### config.mk
export PLATFORM = sky130hd
export DESIGN_NAME = list_feeder_flat
export DESIGN_NICKNAME = d
export VERILOG_FILES = /design/src/rtl/list_pkg.sv /design/src/rtl/list_feeder_if.sv /design/src/rtl/list_feeder.sv /design/src/flat_wrapper.sv
export SDC_FILE = /design/constraint.sdc
export NUM_CORES = 1
export LEC_CHECK = 0
export CAP_MARGIN = 10
export CORE_UTILIZATION = 47
export DETAILED_ROUTE_END_ITERATION = 8
export GPL_TIMING_DRIVEN = 1
export MAX_ROUTING_LAYER = met4
export PLACE_DENSITY = 0.8
export REMOVE_ABC_BUFFERS = 1
export SYNTH_ARGS = -nofsm -noshare
export SYNTH_HDL_FRONTEND = slang
export SYNTH_SLANG_ARGS = --single-unit
### constraint.sdc
create_clock -name clk -period 13.09 [get_ports clk]
set_input_delay 1.9635 -clock clk [delete_from_list [all_inputs] [get_ports clk]]
set_output_delay 1.9635 -clock clk [all_outputs]
set_load 0.1 [all_outputs]
### src/rtl/list_pkg.sv
// Shared types and helpers for the list feeder and its adder-side users.
package list_pkg;

  typedef enum logic [1:0] {
    LOAD   = 2'd0,
    SUM    = 2'd1,
    RESULT = 2'd2
  } state_e;

  // Width of a sum over n elements of w bits each, so no carry is ever lost.
  function automatic int result_width(input int n, input int w);
    return $clog2(n) + w;
  endfunction

endpackage

### src/rtl/list_feeder_if.sv
// Element-in and result-out handshakes of the list feeder.
interface list_feeder_if
  import list_pkg::*;
#(
  parameter  int DATA_WIDTH   = 32,
  parameter  int LENGTH       = 8,
  localparam int RESULT_WIDTH = result_width(LENGTH, DATA_WIDTH)
);

  logic                    in_valid;
  logic [DATA_WIDTH-1:0]   in_data;
  logic                    in_last;
  logic                    in_ready;
  logic                    res_valid;
  logic [RESULT_WIDTH-1:0] res_data;
  logic                    res_ready;

  modport master (
    output in_valid, in_data, in_last, res_ready,
    input  in_ready, res_valid, res_data
  );

  modport slave (
    input  in_valid, in_data, in_last, res_ready,
    output in_ready, res_valid, res_data
  );

endinterface

### src/rtl/list_feeder.sv
// Front end for the list adder: gathers elements into a packed list, runs the
// adder with sum_en until sum_done, then hands the sum out on a result port.
module list_feeder
  import list_pkg::*;
#(
  parameter  int DATA_WIDTH   = 32,
  parameter  int LENGTH       = 8,
  localparam int RESULT_WIDTH = result_width(LENGTH, DATA_WIDTH),
  localparam int CNT_WIDTH    = $clog2(LENGTH + 1)
) (
  input  logic                         clk,
  input  logic                         rst,
  list_feeder_if.slave                 io,
  output logic [LENGTH*DATA_WIDTH-1:0] list_data,
  output logic                         sum_en,
  input  logic                         sum_done,
  input  logic [RESULT_WIDTH-1:0]      sum_result,
  output logic [CNT_WIDTH-1:0]         elem_count
);

  state_e                        state_q, state_d;
  logic [LENGTH*DATA_WIDTH-1:0]  list_q, list_d;
  logic [CNT_WIDTH-1:0]          elem_count_q, elem_count_d;
  logic                          sum_en_q, sum_en_d;
  logic                          res_valid_q, res_valid_d;
  logic [RESULT_WIDTH-1:0]       res_data_q, res_data_d;
  logic                          in_ready_w;

  // Held low while rst is asserted so nothing is offered during reset.
  assign in_ready_w = (state_q == LOAD) && !rst;

  always_comb begin
    state_d      = state_q;
    list_d       = list_q;
    elem_count_d = elem_count_q;
    sum_en_d     = sum_en_q;
    res_valid_d  = res_valid_q;
    res_data_d   = res_data_q;

    case (state_q)
      LOAD: begin
        if (io.in_valid && in_ready_w) begin
          for (int k = 0; k < LENGTH; k++) begin
            if (elem_count_q == CNT_WIDTH'(k)) begin
              list_d[k*DATA_WIDTH +: DATA_WIDTH] = io.in_data;
            end
          end
          elem_count_d = elem_count_q + CNT_WIDTH'(1);
          if (io.in_last || (elem_count_q == CNT_WIDTH'(LENGTH - 1))) begin
            sum_en_d = 1'b1;
            state_d  = SUM;
          end
        end
      end

      SUM: begin
        if (sum_done) begin
          res_data_d  = sum_result;
          res_valid_d = 1'b1;
          sum_en_d    = 1'b0;
          state_d     = RESULT;
        end
      end

      RESULT: begin
        // sum_en stays low here, so the adder always sees a gap between lists.
        if (io.res_ready) begin
          res_valid_d  = 1'b0;
          list_d       = '0;
          elem_count_d = '0;
          state_d      = LOAD;
        end
      end

      default: begin
        state_d = LOAD;
      end
    endcase
  end

  always_ff @(posedge clk or posedge rst) begin
    if (rst) begin
      state_q      <= LOAD;
      list_q       <= '0;
      elem_count_q <= '0;
      sum_en_q     <= 1'b0;
      res_valid_q  <= 1'b0;
      res_data_q   <= '0;
    end else begin
      state_q      <= state_d;
      list_q       <= list_d;
      elem_count_q <= elem_count_d;
      sum_en_q     <= sum_en_d;
      res_valid_q  <= res_valid_d;
      res_data_q   <= res_data_d;
    end
  end

  assign io.in_ready  = in_ready_w;
  assign io.res_valid = res_valid_q;
  assign io.res_data  = res_data_q;
  assign list_data    = list_q;
  assign sum_en       = sum_en_q;
  assign elem_count   = elem_count_q;

endmodule

### src/flat_wrapper.sv
// flat-port wrapper written by rule: the top's interface ports become plain ports
module list_feeder_flat import list_pkg::*;
#(
  parameter  int DATA_WIDTH   = 32,
  parameter  int LENGTH       = 8,
  localparam int RESULT_WIDTH = result_width(LENGTH, DATA_WIDTH),
  localparam int CNT_WIDTH    = $clog2(LENGTH + 1)
)
  (clk, rst, list_data, sum_en, sum_done, sum_result, elem_count, io_in_valid, io_in_data, io_in_last, io_res_ready, io_in_ready, io_res_valid, io_res_data);
  list_feeder_if #(.DATA_WIDTH(DATA_WIDTH), .LENGTH(LENGTH)) io_i ();
  input  logic clk;
  input  logic rst;
  output logic [LENGTH*DATA_WIDTH-1:0] list_data;
  output logic sum_en;
  input  logic sum_done;
  input  logic [RESULT_WIDTH-1:0] sum_result;
  output logic [CNT_WIDTH-1:0] elem_count;
  input wire logic [$bits(io_i.in_valid)-1:0] io_in_valid;
  input wire logic [$bits(io_i.in_data)-1:0] io_in_data;
  input wire logic [$bits(io_i.in_last)-1:0] io_in_last;
  input wire logic [$bits(io_i.res_ready)-1:0] io_res_ready;
  output wire logic [$bits(io_i.in_ready)-1:0] io_in_ready;
  output wire logic [$bits(io_i.res_valid)-1:0] io_res_valid;
  output wire logic [$bits(io_i.res_data)-1:0] io_res_data;
  assign io_i.in_valid = io_in_valid;
  assign io_i.in_data = io_in_data;
  assign io_i.in_last = io_in_last;
  assign io_i.res_ready = io_res_ready;
  assign io_in_ready = io_i.in_ready;
  assign io_res_valid = io_i.res_valid;
  assign io_res_data = io_i.res_data;
  list_feeder #(.DATA_WIDTH(DATA_WIDTH), .LENGTH(LENGTH)) u_core (.clk(clk), .rst(rst), .io(io_i), .list_data(list_data), .sum_en(sum_en), .sum_done(sum_done), .sum_result(sum_result), .elem_count(elem_count));
endmodule
---- Word-level counts from Yosys, hierarchy flattened ----
Cells that the tools add are included.
storage, ports and cells
  register bits after elaboration ......... 299
cells by class
  equality and inequality tests ........... 21
  mux-type cells .......................... 26
  $add $sub $neg .......................... 1
  reduce and logical (&&, ||, !) cells .... 22
operators by type and width
  kind                                           count
  two-way mux 256 bit                            2
  one-hot mux 256 bit (2 select lines)           1
  two-way mux 32 bit                             8
  AND reduction 4 bit                            10
  inequality test 2 bit, second input constant   12
  == test 4 x 3 -> 1 bit, second input constant  4
  == test 4 x 2 -> 1 bit, second input constant  2
  two-way mux 2 bit                              4
  two-way mux 4 bit                              2
  one-hot mux 4 bit (2 select lines)             1
  one-hot mux 2 bit (3 select lines)             1
  AND reduction 3 bit                            2
  nonzero test 2 bit                             3
  two-way mux 1 bit                              5
  adder 4 x 1 -> 4 bit, second input constant    1
  == test 4 x 1 -> 1 bit, second input constant  1
  zero test 4 bit                                1
  one-hot mux 1 bit (2 select lines)             2
  == test 2 x 1 -> 1 bit, second input constant  1
  == test 2 bit, second input constant           1
  logical AND 1 bit                              2
  zero test 2 bit                                1
  AND reduction 2 bit                            1
  zero test 1 bit                                1
  logical OR 1 bit                               1

---- Logic depth before layout (Yosys ltp) ----
  depth in word-level cells ............... 5
  depth in mapped cells ................... 6
  gate-level depth less buffers ........... 4

---- Least setup slack after synthesis ----
Ideal clock, no wire load.
  path kind ............................... input port to output port
  start point ............................. input port rst
  end point ............................... output port io_in_ready
  path buffers ............................ 0
  setup slack ............................. 7.136 ns
  data arrival time ....................... 3.991 ns
  data required time ...................... 11.126 ns
  stages on the path ...................... 1
  cell sequence ........................... nor3_1
between the ends
  word-level cells in the longest chain between the ends .. 2
ends and longest elaborated chain
  element            RTL line            source
  from (decl)        flat_wrapper.sv:12  input logic rst;
  zero test 1 bit    list_feeder.sv:30   assign in_ready_w = (state_q == LOAD) && !rst;
  logical AND 1 bit  list_feeder.sv:30
  to (decl)          flat_wrapper.sv:22  output wire logic [$bits(io_i.in_ready)-1:0] io_in_ready;
No other way between the ends.

---- Worst setup path in the final report ----
Same ends and word-level chain as after synthesis.

==> flow_summary_export.csv <==
group,metric,value,unit
setup_path,endpoint_kind,"primary output",
synth,yosysUniqueCellTypes,24,
clocking,clk_pin_slew,0.06,ns
clocking,cts_tree,"yes",
sta,rsz0062_at_grt,"no",
cells_and_area,multi_input_comb_area,4220,um2
synth,netlist_area,12300,um2
clocking,root_buffer,"clkbuf_16",
hold_path,min_path_type,"reg2reg",
floorplanning,die_w,164,um
place,gp_congestion,0.832,
outcome,status,"complete, no violations",
clocking,cts_resized,0,
sta,worst_pin_slew,1.37,ns
cells_and_area,fillers,1926,
synth,yosys_register_bits,299,
drt,postRouteAntennaNets,0,
grt,grt_pass1_vias,9656,
grt,grt_max_degree,262,
cells_and_area,seqCellArea,7480,um2
sta,fin_tns_setup,0,ns
clocking,cts_setup_buffers,0,
cells_and_area,syn_to_final_growth,38.5,%
drt,wl_per_cell,20.5,um
floorplanning,dieArea,26800,um2
setup_path,r2r_start,"u_core.elem_count[1]$_DFFE_PP0P_",
grt,grt.total_usage,27.1,%
sta,setup_viol,0,
floorplanning,io_pins,371,
sta,max_freq,171,MHz
setup_path,reg2reg_to,"u_core.list_data[245]$_DFFE_PP0P_",
drt,drc_errors,0,
sta,finalHoldViolations,0,
floorplanning,core,25400,um2
grt,antenna_found_initial,1,
sta,fin_crit,5.84,ns
setup_path,worst-r2r-cell-count,5,
floorplanning,die_h,164,um
sta,slew_headroom,8.85,%
setup_path,critPathMaxFanout,4,
clocking,numCtsBuffers,31,
hold_path,min_to,"u_core.sum_en$_DFFE_PP0P_",
hold_path,min-delay-start,"u_core.sum_en$_DFFE_PP0P_",
floorplanning,rows,58,
setup_path,crit_type,"in2out",
clocking,ctsHoldBuffers,0,
drt,vias_per_cell,5.30,
sta,skew,0.00915,ns
drt,drt-initial-drc-count,813,
cells_and_area,drive_gt1_share,6.93,%
cells_and_area,num-nets-final,1442,
sta,timing.final.crit_share,44.6,%
synth,ys_warn_count,0,
setup_path,required,11.13,ns
clocking,max-clock-path-buffers,3,
synth,syn_inst,1024,
synth,yosysSeqAreaShare,61.0,%
grt,grt_first_pass_wirelength,54.1,mm
job,drv_cap,0,
place,portBuffers,370,
clocking,htree_levels,1,
floorplanning,initial_utilization,48.3,%
synth,syn_avg_cell_area,12.0,um2
drt,vias,9103,
clocking,clock_latency,0.54,ns
setup_path,reg2reg_slack,10.03,ns
grt,grt-ovfl-total,0,
sta,slew_viol_final,0,
setup_path,worstPathArrival,3.87,ns
place,place_hpwl,22.4,mm
hold_path,hold_depth,2,
setup_path,cp-start-kind,"primary input",
drt,first_pass_iters,5,
clocking,clkSinkCount,299,
drt,wirelength,35.1,mm
-- worst max-delay path, stage by stage --
cell and delay, ns:
clkdlybuf4s50_1 0.56, nor3_1 0.19, clkdlybuf4s50_1 1.16
-- cell type report --
| cell class | instances | share of cell area, % |
|---|---|---|
| sequential | 299 | 44.0 |
| multi-input combinational | 617 | 24.8 |
| timing repair buffer | 381 | 22.4 |
| clock buffer | 50 | 5.28 |
| tap | 330 | 2.43 |
| inverter | 35 | 0.817 |
| clock inverter | 3 | 0.258 |
| antenna | 1 | 0.0147 |
-- cell usage after synthesis (all sizes together) --
master | number | share of area [%]
and2 | 1 | 0.051
o21ai | 36 | 1.5
dfrtp | 299 | 61
nand3 | 34 | 1.4
nand3b | 2 | 0.12
inv | 35 | 1.1
or4b | 5 | 0.50
clkbuf | 39 | 1.2
nand4 | 1 | 0.051
and3b | 1 | 0.071
nand2 | 265 | 8.1
nor3 | 1 | 0.041
mux2i | 226 | 18
mux2 | 35 | 3.2
and4b | 3 | 0.24
nor4b | 1 | 0.071
nand2b | 1 | 0.051
buf | 34 | 2.5
ha | 4 | 0.41
or2b | 1 | 0.061
-- worst max-delay path by stage --
stage / start / endpoint / slack [ns] / depth (start not counted)
floorplan: rst / u_core.elem_count[0]$_DFFE_PP0P_ / 2.87 / 1
global placement: rst / io_in_ready / 7.25 / 3
detailed placement: rst / io_in_ready / 7.27 / 3
CTS: rst / io_in_ready / 7.25 / 3
global route: rst / io_in_ready / 7.22 / 3
finish: rst / io_in_ready / 7.25 / 3
-- per-layer routing --
layer / vias up / global-route usage (%) / share of wire [%]
met4: 0 / 8.42 / 2.8
met1: 4529 / 33.3 / 40
met3: 68 / 6.35 / 8.4
met5: - / - / 0
li1: 4081 / - / -
met2: 425 / 44.4 / 49
-- state kept, by name (all words and copies together), names as in the netlist --
name,cells
u_core.io.res_valid,1
u_core.sum_en,1
u_core.elem_count,4
u_core.io.res_data,35
u_core.list_data,256
u_core.state_q,2
-- metrics by stage --
step / utilization [%] / instances / hold WS [ns] / setup slack, ns / area (um2)
floorplan: - / 951 / 0.580 / 2.87 / 11800
global placement: 63.2 / 1662 / 0.479 / 7.25 / 16100
detailed placement: 63.2 / 1662 / 0.468 / 7.27 / 16100
CTS: 66.9 / 1715 / 0.492 / 7.25 / 17000
global route: 66.9 / 1716 / 0.518 / 7.22 / 17000
finish: 66.9 / 1716 / 0.492 / 7.25 / 17000
-- kinds of logic (layout without fill, tap and decap cells) --
group,after synthesis,in the layout,share of synthesized area [%]
buf+inv,108,469,4.72
mux,261,261,21.7
simple gates,316,316,10.8
other cells,0,1,0
fa+ha+maj,4,4,0.408
flops,299,299,61.0
compound gates,36,36,1.47
-- cell usage in the layout, fill, tap and decap left out --
cell / count
dfrtp_1: 299
clkdlybuf4s50_1: 370
buf_12: 1
clkinv_2: 1
clkbuf_8: 5
mux2_2: 35
or2b_1: 1
clkbuf_16: 31
or4b_2: 2
or4b_4: 3
inv_1: 34
o21ai_0: 36
bufinv_16: 1
nand2b_1: 1
nand3b_1: 2
and3b_2: 1
nand3_1: 34
nor3_1: 1
nor4b_2: 1
and2_1: 1
clkbuf_1: 14
nand2_1: 265
clkinv_4: 1
ha_1: 4
buf_4: 10
nand4_1: 1
inv_8: 1
diode_2: 1
and4b_2: 3
mux2i_1: 226
Power is left out: the tool's default activity adds up to more than one toggle a clock period on the data nets, which glitch-free logic cannot reach.
